**config.mk**
```make
export PLATFORM = sky130hd
export DESIGN_NAME = rc_cpl_sink_flat
export DESIGN_NICKNAME = d
export VERILOG_FILES = /design/src/rtl/rc_cpl_sink_if.sv /design/src/rtl/rc_cpl_sink.sv /design/src/flat_wrapper.sv
export SDC_FILE = /design/constraint.sdc
export NUM_CORES = 2
export LEC_CHECK = 0
export CORE_MARGIN = 2
export CORE_UTILIZATION = 35
export CTS_BUF_LIST = sky130_fd_sc_hd__clkbuf_8 sky130_fd_sc_hd__clkbuf_16
export CTS_CLUSTER_DIAMETER = 120
export DETAILED_ROUTE_END_ITERATION = 8
export PLACE_DENSITY = 0.67
export SETUP_SLACK_MARGIN = 0.2
export SLEW_MARGIN = 20
export SYNTH_ARGS = -nofsm -noshare
export SYNTH_HDL_FRONTEND = slang
export SYNTH_SLANG_ARGS = --single-unit
```
**constraint.sdc**
```tcl
create_clock -name clk -period 17.4 [get_ports clk]
set_clock_uncertainty 0.2 [all_clocks]
set_input_delay 5.22 -clock clk [delete_from_list [all_inputs] [get_ports clk]]
set_output_delay 5.22 -clock clk [all_outputs]
set_load 0.02 [all_outputs]
```
**src/rtl/rc_cpl_sink_if.sv**
```systemverilog
// rc_cpl_sink_if: aligned RC payload beats plus the per-TLP
// completion descriptor coming from the realignment stage.
interface rc_cpl_sink_if;
  logic         rc_valid;
  logic         rc_sop;
  logic         rc_eop;
  logic [255:0] rc_data;
  logic [7:0]   rc_keep;
  logic         rc_desc_valid;
  logic [7:0]   rc_tag;
  logic [2:0]   rc_status;
  logic [10:0]  rc_dword_count;
  logic [12:0]  rc_byte_count;
  logic         rc_request_completed;

  modport master (
    output rc_valid, rc_sop, rc_eop, rc_data, rc_keep,
    output rc_desc_valid, rc_tag, rc_status,
    output rc_dword_count, rc_byte_count, rc_request_completed
  );

  modport slave (
    input rc_valid, rc_sop, rc_eop, rc_data, rc_keep,
    input rc_desc_valid, rc_tag, rc_status,
    input rc_dword_count, rc_byte_count, rc_request_completed
  );
endinterface

```
**src/rtl/rc_cpl_sink.sv**
```systemverilog
// rc_cpl_sink: consumes aligned RC completions, writes payload into
// per-tag destination buffers and reports finished read requests.
module rc_cpl_sink #(
  parameter int NUM_TAGS = 32,
  parameter int ADDR_W   = 12
) (
  input  logic              clk,
  input  logic              rst_n,
  rc_cpl_sink_if.slave      rc,
  input  logic              alloc_valid,
  input  logic [7:0]        alloc_tag,
  input  logic [ADDR_W-1:0] alloc_addr,
  output logic              alloc_err,
  output logic              wr_en,
  output logic [ADDR_W-1:0] wr_addr,
  output logic [255:0]      wr_data,
  output logic [31:0]       wr_be,
  output logic              done_valid,
  output logic [7:0]        done_tag,
  output logic              done_err,
  output logic              unexp_err,
  output logic              align_err,
  output logic              proto_err,
  output logic [5:0]        outstanding
);
  localparam int         TW = $clog2(NUM_TAGS);
  localparam logic [8:0] NT = 9'(NUM_TAGS);

  typedef enum logic [1:0] {IDLE, DATA, DROP} state_e;

  state_e state_q, state_d, e_mode, d_mode;

  logic [NUM_TAGS-1:0] busy_q, busy_d;
  logic [ADDR_W-1:0]   ptr_q [NUM_TAGS];
  logic [ADDR_W-1:0]   ptr_d [NUM_TAGS];

  logic [7:0] tag_q, e_tag;
  logic [2:0] st_q, e_st;
  logic       cmpl_q, e_cmpl;
  logic       hit_q, e_hit, d_hit;

  logic [TW-1:0] e_idx, a_idx;
  logic          beat_wr, tlp_end, alloc_ok;

  logic              alloc_err_q, alloc_err_d;
  logic              wr_en_q, wr_en_d;
  logic [ADDR_W-1:0] wr_addr_q, wr_addr_d;
  logic [255:0]      wr_data_q, wr_data_d;
  logic [31:0]       wr_be_q, wr_be_d;
  logic              done_q, done_d;
  logic [7:0]        done_tag_q, done_tag_d;
  logic              done_err_q, done_err_d;
  logic              unexp_q, unexp_d;
  logic              align_q, align_d;
  logic              proto_q, proto_d;
  logic [5:0]        cnt_q, cnt_d;

  logic unused_ok;
  assign unused_ok = ^{rc.rc_sop, rc.rc_dword_count, rc.rc_byte_count};

  // A new descriptor overrides the latched context in its own cycle
  always_comb begin
    d_hit  = ({1'b0, rc.rc_tag} < NT) && busy_q[rc.rc_tag[TW-1:0]];
    d_mode = (d_hit && rc.rc_status == 3'd0) ? DATA : DROP;
    if (rc.rc_desc_valid) begin
      e_mode = d_mode;
      e_tag  = rc.rc_tag;
      e_st   = rc.rc_status;
      e_cmpl = rc.rc_request_completed;
      e_hit  = d_hit;
    end else begin
      e_mode = state_q;
      e_tag  = tag_q;
      e_st   = st_q;
      e_cmpl = cmpl_q;
      e_hit  = hit_q;
    end
  end

  assign e_idx = e_tag[TW-1:0];
  assign a_idx = alloc_tag[TW-1:0];

  always_ff @(posedge clk or negedge rst_n) begin
    if (!rst_n) state_q <= IDLE;
    else        state_q <= state_d;
  end

  always_comb begin
    state_d = e_mode;
    if (rc.rc_valid && rc.rc_eop) state_d = IDLE;
  end

  always_comb begin
    beat_wr    = rc.rc_valid && (e_mode == DATA);
    tlp_end    = rc.rc_valid && rc.rc_eop && (e_mode != IDLE);
    wr_en_d    = beat_wr;
    wr_addr_d  = beat_wr ? ptr_q[e_idx] : '0;
    wr_data_d  = beat_wr ? rc.rc_data : '0;
    wr_be_d    = '0;
    for (int i = 0; i < 8; i++)
      wr_be_d[4*i +: 4] = {4{beat_wr & rc.rc_keep[i]}};
    done_d     = tlp_end && e_cmpl && e_hit;
    done_tag_d = done_d ? e_tag : '0;
    done_err_d = done_d && (e_st != 3'd0);
    align_d    = beat_wr && rc.rc_eop && !e_cmpl
                 && (rc.rc_keep != 8'hFF);
    unexp_d    = rc.rc_desc_valid && !d_hit;
    proto_d    = (rc.rc_desc_valid && state_q != IDLE)
                 || (rc.rc_valid && e_mode == IDLE);
  end

  // Allocation checks the pre-free busy bit, so a tag being freed stays refused
  always_comb begin
    busy_d      = busy_q;
    ptr_d       = ptr_q;
    alloc_ok    = alloc_valid && ({1'b0, alloc_tag} < NT)
                  && !busy_q[a_idx];
    alloc_err_d = alloc_valid && !alloc_ok;
    if (beat_wr) ptr_d[e_idx] = ptr_q[e_idx] + ADDR_W'(1);
    if (done_d)  busy_d[e_idx] = 1'b0;
    if (alloc_ok) begin
      busy_d[a_idx] = 1'b1;
      ptr_d[a_idx]  = alloc_addr;
    end
    cnt_d = '0;
    for (int i = 0; i < NUM_TAGS; i++)
      cnt_d = cnt_d + 6'(busy_d[i]);
  end

  always_ff @(posedge clk or negedge rst_n) begin
    if (!rst_n) begin
      busy_q <= '0;
      for (int i = 0; i < NUM_TAGS; i++) ptr_q[i] <= '0;
      tag_q       <= '0;
      st_q        <= '0;
      cmpl_q      <= 1'b0;
      hit_q       <= 1'b0;
      alloc_err_q <= 1'b0;
      wr_en_q     <= 1'b0;
      wr_addr_q   <= '0;
      wr_data_q   <= '0;
      wr_be_q     <= '0;
      done_q      <= 1'b0;
      done_tag_q  <= '0;
      done_err_q  <= 1'b0;
      unexp_q     <= 1'b0;
      align_q     <= 1'b0;
      proto_q     <= 1'b0;
      cnt_q       <= '0;
    end else begin
      busy_q      <= busy_d;
      ptr_q       <= ptr_d;
      tag_q       <= e_tag;
      st_q        <= e_st;
      cmpl_q      <= e_cmpl;
      hit_q       <= e_hit;
      alloc_err_q <= alloc_err_d;
      wr_en_q     <= wr_en_d;
      wr_addr_q   <= wr_addr_d;
      wr_data_q   <= wr_data_d;
      wr_be_q     <= wr_be_d;
      done_q      <= done_d;
      done_tag_q  <= done_tag_d;
      done_err_q  <= done_err_d;
      unexp_q     <= unexp_d;
      align_q     <= align_d;
      proto_q     <= proto_d;
      cnt_q       <= cnt_d;
    end
  end

  assign alloc_err   = alloc_err_q;
  assign wr_en       = wr_en_q;
  assign wr_addr     = wr_addr_q;
  assign wr_data     = wr_data_q;
  assign wr_be       = wr_be_q;
  assign done_valid  = done_q;
  assign done_tag    = done_tag_q;
  assign done_err    = done_err_q;
  assign unexp_err   = unexp_q;
  assign align_err   = align_q;
  assign proto_err   = proto_q;
  assign outstanding = cnt_q;
endmodule
```
**src/flat_wrapper.sv**
```systemverilog
// flat-port wrapper written by rule: the top's interface ports become plain ports
module rc_cpl_sink_flat 
#(
  parameter int NUM_TAGS = 32,
  parameter int ADDR_W   = 12
)
  (clk, rst_n, alloc_valid, alloc_tag, alloc_addr, alloc_err, wr_en, wr_addr, wr_data, wr_be, done_valid, done_tag, done_err, unexp_err, align_err, proto_err, outstanding, rc_rc_valid, rc_rc_sop, rc_rc_eop, rc_rc_data, rc_rc_keep, rc_rc_desc_valid, rc_rc_tag, rc_rc_status, rc_rc_dword_count, rc_rc_byte_count, rc_rc_request_completed);
  rc_cpl_sink_if rc_i ();
  input  logic clk;
  input  logic rst_n;
  input  logic alloc_valid;
  input  logic [7:0] alloc_tag;
  input  logic [ADDR_W-1:0] alloc_addr;
  output logic alloc_err;
  output logic wr_en;
  output logic [ADDR_W-1:0] wr_addr;
  output logic [255:0] wr_data;
  output logic [31:0] wr_be;
  output logic done_valid;
  output logic [7:0] done_tag;
  output logic done_err;
  output logic unexp_err;
  output logic align_err;
  output logic proto_err;
  output logic [5:0] outstanding;
  input wire logic [$bits(rc_i.rc_valid)-1:0] rc_rc_valid;
  input wire logic [$bits(rc_i.rc_sop)-1:0] rc_rc_sop;
  input wire logic [$bits(rc_i.rc_eop)-1:0] rc_rc_eop;
  input wire logic [$bits(rc_i.rc_data)-1:0] rc_rc_data;
  input wire logic [$bits(rc_i.rc_keep)-1:0] rc_rc_keep;
  input wire logic [$bits(rc_i.rc_desc_valid)-1:0] rc_rc_desc_valid;
  input wire logic [$bits(rc_i.rc_tag)-1:0] rc_rc_tag;
  input wire logic [$bits(rc_i.rc_status)-1:0] rc_rc_status;
  input wire logic [$bits(rc_i.rc_dword_count)-1:0] rc_rc_dword_count;
  input wire logic [$bits(rc_i.rc_byte_count)-1:0] rc_rc_byte_count;
  input wire logic [$bits(rc_i.rc_request_completed)-1:0] rc_rc_request_completed;
  assign rc_i.rc_valid = rc_rc_valid;
  assign rc_i.rc_sop = rc_rc_sop;
  assign rc_i.rc_eop = rc_rc_eop;
  assign rc_i.rc_data = rc_rc_data;
  assign rc_i.rc_keep = rc_rc_keep;
  assign rc_i.rc_desc_valid = rc_rc_desc_valid;
  assign rc_i.rc_tag = rc_rc_tag;
  assign rc_i.rc_status = rc_rc_status;
  assign rc_i.rc_dword_count = rc_rc_dword_count;
  assign rc_i.rc_byte_count = rc_rc_byte_count;
  assign rc_i.rc_request_completed = rc_rc_request_completed;
  rc_cpl_sink #(.NUM_TAGS(NUM_TAGS), .ADDR_W(ADDR_W)) u_core (.clk(clk), .rst_n(rst_n), .rc(rc_i), .alloc_valid(alloc_valid), .alloc_tag(alloc_tag), .alloc_addr(alloc_addr), .alloc_err(alloc_err), .wr_en(wr_en), .wr_addr(wr_addr), .wr_data(wr_data), .wr_be(wr_be), .done_valid(done_valid), .done_tag(done_tag), .done_err(done_err), .unexp_err(unexp_err), .align_err(align_err), .proto_err(proto_err), .outstanding(outstanding));
endmodule
```
; ---- After elaboration in Yosys (flattened, before gate mapping)
; Index checks and enable logic that the tools add are counted.
[word_totals]
out_inout_bits = 321
reg_bits = 749
in_bits = 327
[op_classes]
bitwise = 13
reduce_logical = 31
order_cmp = 11
muxes = 31
n_eq_ne = 2
add_sub_neg = 32
[ops]
columns = cell, n
row1 = bitwise mux 384 bit, 2
row2 = two-way mux 384 bit, 2
row3 = two-way mux 256 bit, 1
row4 = adder 6 x 1 -> 6 bit, 30
row5 = demux 12 bit (select 5 bit), 2
row6 = two-way mux 32 bit, 2
row7 = binary-select mux 12 bit (select 5 bit), 1
row8 = two-way mux 12 bit, 5
row9 = AND 32 bit, 1
row10 = NOT 32 bit, 1
row11 = OR 32 bit, 1
row12 = logical AND 1 bit, 21
row13 = < comparator 5 x 6 -> 1 bit (second input constant), 3
row14 = < comparator 8 x 6 -> 1 bit (second input constant), 2
row15 = two-way mux 8 bit, 2
row16 = adder 12 x 1 -> 12 bit (second input constant), 1
row17 = greater-or-equal comparator 6 bit (second input constant), 2
row18 = < comparator 6 x 1 -> 1 bit (second input constant), 2
row19 = NOT 5 -> 6 bit, 2
row20 = binary-select mux 1 bit (select 5 bit), 2
row21 = demux 1 bit (select 5 bit), 2
row22 = greater-or-equal comparator 5 x 1 -> 1 bit (second input constant), 2
row23 = AND 1 bit, 8
row24 = inequality test 8 bit (second input constant), 1
row25 = other kinds (11), 22

; ---- Logic depth before layout (Yosys ltp)
[depth]
ltp_word = 44
ltp_mapped = 26
depth_no_buf = 23

; ---- Least setup slack after synthesis
; No wires, ideal clock.
[synth_path]
kind = input to register
startpoint = in alloc_tag[0]
endpoint = reg u_core.cnt_q[4] (netlist: u_core.outstanding[4])
path_buffers = 4
path_stages = 25
arrival_ns = 12.606
setup_slack_ns = 4.515
cell_sequence = clkbuf_1 mux4_2 o21ai_0 nor2_1 or4_1 clkbuf_1 nor3b_1 clkbuf_1 and2_1 clkbuf_1 a21oi_1 fa_1 inv_1 fa_1 fa_1 fa_1 inv_1 fa_1 inv_1 fa_1 fa_1 fa_1 a21o_1 a21oi_1 xnor2_1
[synth_via]
elab_chain_cells = 37
word_cells_on_any_way = 44
classes_between = add/sub (31) / order compare (3) / mux (5) / bitwise (1) / reduce/logical (4)
[synth_rtl]
columns = item, line
row1 = "start, declared", flat_wrapper.sv:12  ; input logic [7:0] alloc_tag;
row2 = < comparator 5 x 6 -> 1 bit (implied by the code) or greater-or-equal comparator 5 x 1 -> 1 bit (tied branches), rc_cpl_sink.sv:122  ; busy_d[a_idx] = 1'b1;
row3 = logical AND 1 bit (implied by the code), rc_cpl_sink.sv:122
row4 = two-way mux 1 bit (implied by the code), rc_cpl_sink.sv:122
row5 = demux 1 bit (select 5 bit), --
row6 = OR 32 bit (no line), --
row7 = two-way mux 32 bit (*), rc_cpl_sink.sv:121  ; if (alloc_ok) begin
row8 = adder 1 x 1 -> 2 bit, rc_cpl_sink.sv:127  ; cnt_d = cnt_d + 6'(busy_d[i]);
row9 = adder 6 x 1 -> 6 bit (29 in a row), rc_cpl_sink.sv:127
row10 = adder 6 x 1 -> 6 bit (*), rc_cpl_sink.sv:127
row11 = via u_core.cnt_d[4], rc_cpl_sink.sv:56  ; logic [5:0] cnt_q, cnt_d;
row12 = "end signal, assigned", rc_cpl_sink.sv:168  ; cnt_q <= cnt_d;
row13 = "end, declared", rc_cpl_sink.sv:56
; Mark *: on every way through the listed nets, which the timed path passes. The rest lies on a longest branch. The select of a mux whose other input is x is not followed.

; ---- Worst setup path in the final report
; Same ends and word-level chain as after synthesis.

==> impl_metrics.json <==
{
  "run_status": "finished, final reports clean",
  "arrival_ns": 14.41,
  "setup_tns_ns": 0,
  "max_stage_delay_ns": 1.02,
  "routed_wirelength_um": 164000,
  "r2r_end": "u_core.outstanding[4]$_DFF_PN0_",
  "relSlewSlack_pct": 2.92,
  "crit_top_cell": "fa_1",
  "ys.flop_type": "dfrtp_1",
  "whs_ns": 0.275,
  "vias": 31700,
  "r2r_slack_ns": 8.66,
  "hold_viol": 0,
  "tritoncts": "done",
  "crit_chain": "clkdlybuf4s50_1 > mux4_2 > a22oi_1 > o211ai_1 > or4_1 > nor3b_2 > buf_4 > and2_0 > a21oi_1 > fa_1 > fa_1 > inv_1 > fa_1 > fa_1 > inv_1 > fa_1 > inv_1 > fa_1 > fa_1 > fa_1 > a21o_1 > a21oi_1 > xnor2_1",
  "netlist.top_cell.by_area": "dfrtp_1",
  "reg2regPathDepth": 22,
  "synth_top_area_share_pct": 52.2,
  "place_congestion": 1.08,
  "nets": 4372,
  "hold_end": "u_core.hit_q$_DFF_PN0_",
  "min_from": "u_core.hit_q$_DFF_PN0_",
  "synth_warnings": 0,
  "grt_pass1_vias": 30100,
  "ys_seq_area_share_pct": 52.2,
  "synth-async-reset-ratio_pct": 100,
  "fmax_ghz": 0.0713,
  "post_cts_buffers": 0,
  "grtUsageTotal_pct": 31.4,
  "die_w_um": 320,
  "timing.rr.start": "u_core.busy_q[10]$_DFF_PN0_",
  "ys_types": 72,
  "drive_gt1_share_pct": 7.84,
  "core_um2": 98600,
  "synth_most_common_cell": "dfrtp_1",
  "fin_crit_sh_pct": 80.6,
  "utilization_pct": 45.8,
  "required_ns": 17.78,
  "worst_pin_slew_ns": 1.45,
  "ir_drop_mv": 0.0897,
  "ys_top_cells_by_area": "dfrtp_1, mux2i_1, and2_1",
  "viasPerCell": 5.90,
  "avgSynthCellArea_um2": 9.89,
  "syn_inst": 3525,
  "final_area_um2": 45100,
  "grt_start_max_net_pins": 156,
  "power_density_nw_per_um2": 95.7,
  "fillers": 9211,
  "cts.reportedPaths.clkPinSlew_ns": 0.06,
  "drc": 0,
  "clk_path_buf_depth": 3,
  "maxCapViolCount": 0,
  "clockRootBuffer": "clkbuf_16",
  "portBuffers": 622,
  "ant_nets": 0,
  "syn_nets": 3885,
  "insertion_delay_ns": 0.67,
  "end_kind": "flop",
  "io_pins": 648,
  "power_leakage_nw": 20.2,
  "cts.repair.resized": 0,
  "cts_sinks": 728,
  "cts_htree_levels": 3,
  "antenna_found_initial": 29,
  "synth-edff-count": 0,
  "dieArea_um2": 102000,
  "grt_pass1_wl_um": 228000,
  "wire_per_inst_um": 30.5,
  "slowest_stage": "clkdlybuf4s50_1",
  "hp-class": "reg2reg",
  "die-height_um": 320,
  "dr.pass1.iters": 9,
  "grt_overflow": 0,
  "slew_viol_final": 0,
  "initial_core_util_pct": 35.4,
  "cp_max_fo": 18,
  "dp_hpwl_um": 116000,
  "cts_buffers": 86,
  "min_period_ns": 14.03,
  "syn-cell-area_um2": 34900,
  "synth_commonest_cells": "dfrtp_1, nand2_1, a21oi_1, and2_1, nor2_1",
  "rsz0062_at_grt": "no",
  "setup_viol": 0,
  "dpl_cell_area_um2": 42100,
  "critPathLaunchType": "input port",
  "worstHoldPathCells": 2,
  "synth-seq-cells": 728,
  "initialDrtViolationCount": 4619,
  "row_count": 115,
  "hold_buffers": 0,
  "criticalPathCategory": "in2reg",
  "syn_to_final_growth_pct": 29.5
}
## state kept, by name (all words and copies together) (netlist names)
register and count:
u_core.align_err 1, u_core.alloc_err 1, u_core.busy_q 32, u_core.cmpl_q 1
u_core.done_err 1, u_core.done_tag 8, u_core.done_valid 1, u_core.hit_q 1
u_core.outstanding 6, u_core.proto_err 1, u_core.ptr_q 384, u_core.st_q 3
u_core.state_q 2, u_core.tag_q 8, u_core.unexp_err 1, u_core.wr_addr 12
u_core.wr_be 8, u_core.wr_data 256, u_core.wr_en 1
## kinds of logic after synthesis
kind of cell / after synthesis / share of synthesized area [%]
mux: 267 / 8.63
xor+xnor: 8 / 0.201
compound gates: 827 / 13.9
buf+inv: 361 / 4.42
flops: 728 / 52.2
simple gates: 1301 / 18.9
fa+ha+maj: 33 / 1.70
## metrics by stage
step | power, mW | instances | setup slack, ns
global placement | 2.43 | 5211 | 2.69
detailed placement | 2.43 | 5211 | 2.62
finish | 4.32 | 5379 | 3.37
CTS | 4.32 | 5368 | 3.27
floorplan | 2.12 | 3525 | 4.51
global route | 4.45 | 5371 | 3.08
## layout make-up
type                       count  area (µm²)  area share (%)
antenna                       11        27.5          0.0610
clock buffer                 112        2530            5.61
clock inverter                45         417           0.923
inverter                      55         216           0.479
multi-input combinational   2436       15300            33.8
sequential                   728       18200            40.3
tap                         1287        1610            3.57
timing repair buffer         705        6870            15.2
## power by group
part | internal [mW] | switching [mW]
sequential | 1.76 | 0.0466
combinational | 0.224 | 0.391
clock | 1.12 | 0.771
total | 3.11 | 1.21
## placed cells by master, fill, tap and decap left out, types with 8 or more instances in the layout
cell type | netlist | routed
a21oi_1 | 329 | 326
nand3_1 | 134 | 134
nor4_1 | 10 | 9
or3_1 | 67 | 67
a31oi_1 | 50 | 50
o21ai_0 | 185 | 185
and3_1 | 33 | 33
nand2_1 | 347 | 347
or4_1 | 11 | 11
nor3_1 | 23 | 20
clkinv_2 | 0 | 10
nand2b_1 | 20 | 20
mux2_2 | 17 | 17
mux4_2 | 24 | 24
buf_4 | 29 | 82
o31ai_1 | 20 | 19
clkdlybuf4s50_1 | 0 | 618
clkbuf_16 | 0 | 88
o211ai_1 | 49 | 49
fa_1 | 24 | 24
a22oi_1 | 26 | 26
ha_1 | 9 | 8
and2_1 | 312 | 312
mux2i_1 | 224 | 224
nand3b_1 | 16 | 16
o21ai_1 | 11 | 11
o21a_1 | 55 | 55
or2_2 | 19 | 19
nor2_1 | 257 | 254
o22ai_1 | 43 | 43
a2111oi_0 | 14 | 10
diode_2 | 0 | 11
clkbuf_8 | 0 | 24
dfrtp_1 | 728 | 728
inv_1 | 52 | 70
## routing by layer
layer	GRT usage, %	share of wire [%]	wire, µm
met4	13.8	5.2	8550
met5	0.851	0.11	183
met3	13.6	15	24000
met1	38.7	36	59000
met2	47.5	44	72100
## worst max-delay path: cells and delay by family
family,cells,cell delay (ns)
buf+inv,5,1.49
xor+xnor,1,0.14
mux,1,0.60
compound gates,5,0.90
simple gates,3,2.08
fa+ha+maj,8,3.94
## how the worst max path moves through the flow
stage | start | cells past startpoint | slack (ns) | endpoint
after floorplan | alloc_tag[0] | 25 | 4.51 | u_core.outstanding[4]$_DFF_PN0_
after global placement | alloc_tag[0] | 22 | 2.69 | u_core.outstanding[4]$_DFF_PN0_
after detailed placement | alloc_tag[0] | 22 | 2.62 | u_core.outstanding[4]$_DFF_PN0_
after CTS | alloc_tag[0] | 22 | 3.27 | u_core.outstanding[4]$_DFF_PN0_
after global routing | alloc_tag[0] | 23 | 3.08 | u_core.outstanding[4]$_DFF_PN0_
final | alloc_tag[0] | 23 | 3.37 | u_core.outstanding[4]$_DFF_PN0_
No activity file was read; power rests on OpenSTA's default activity.
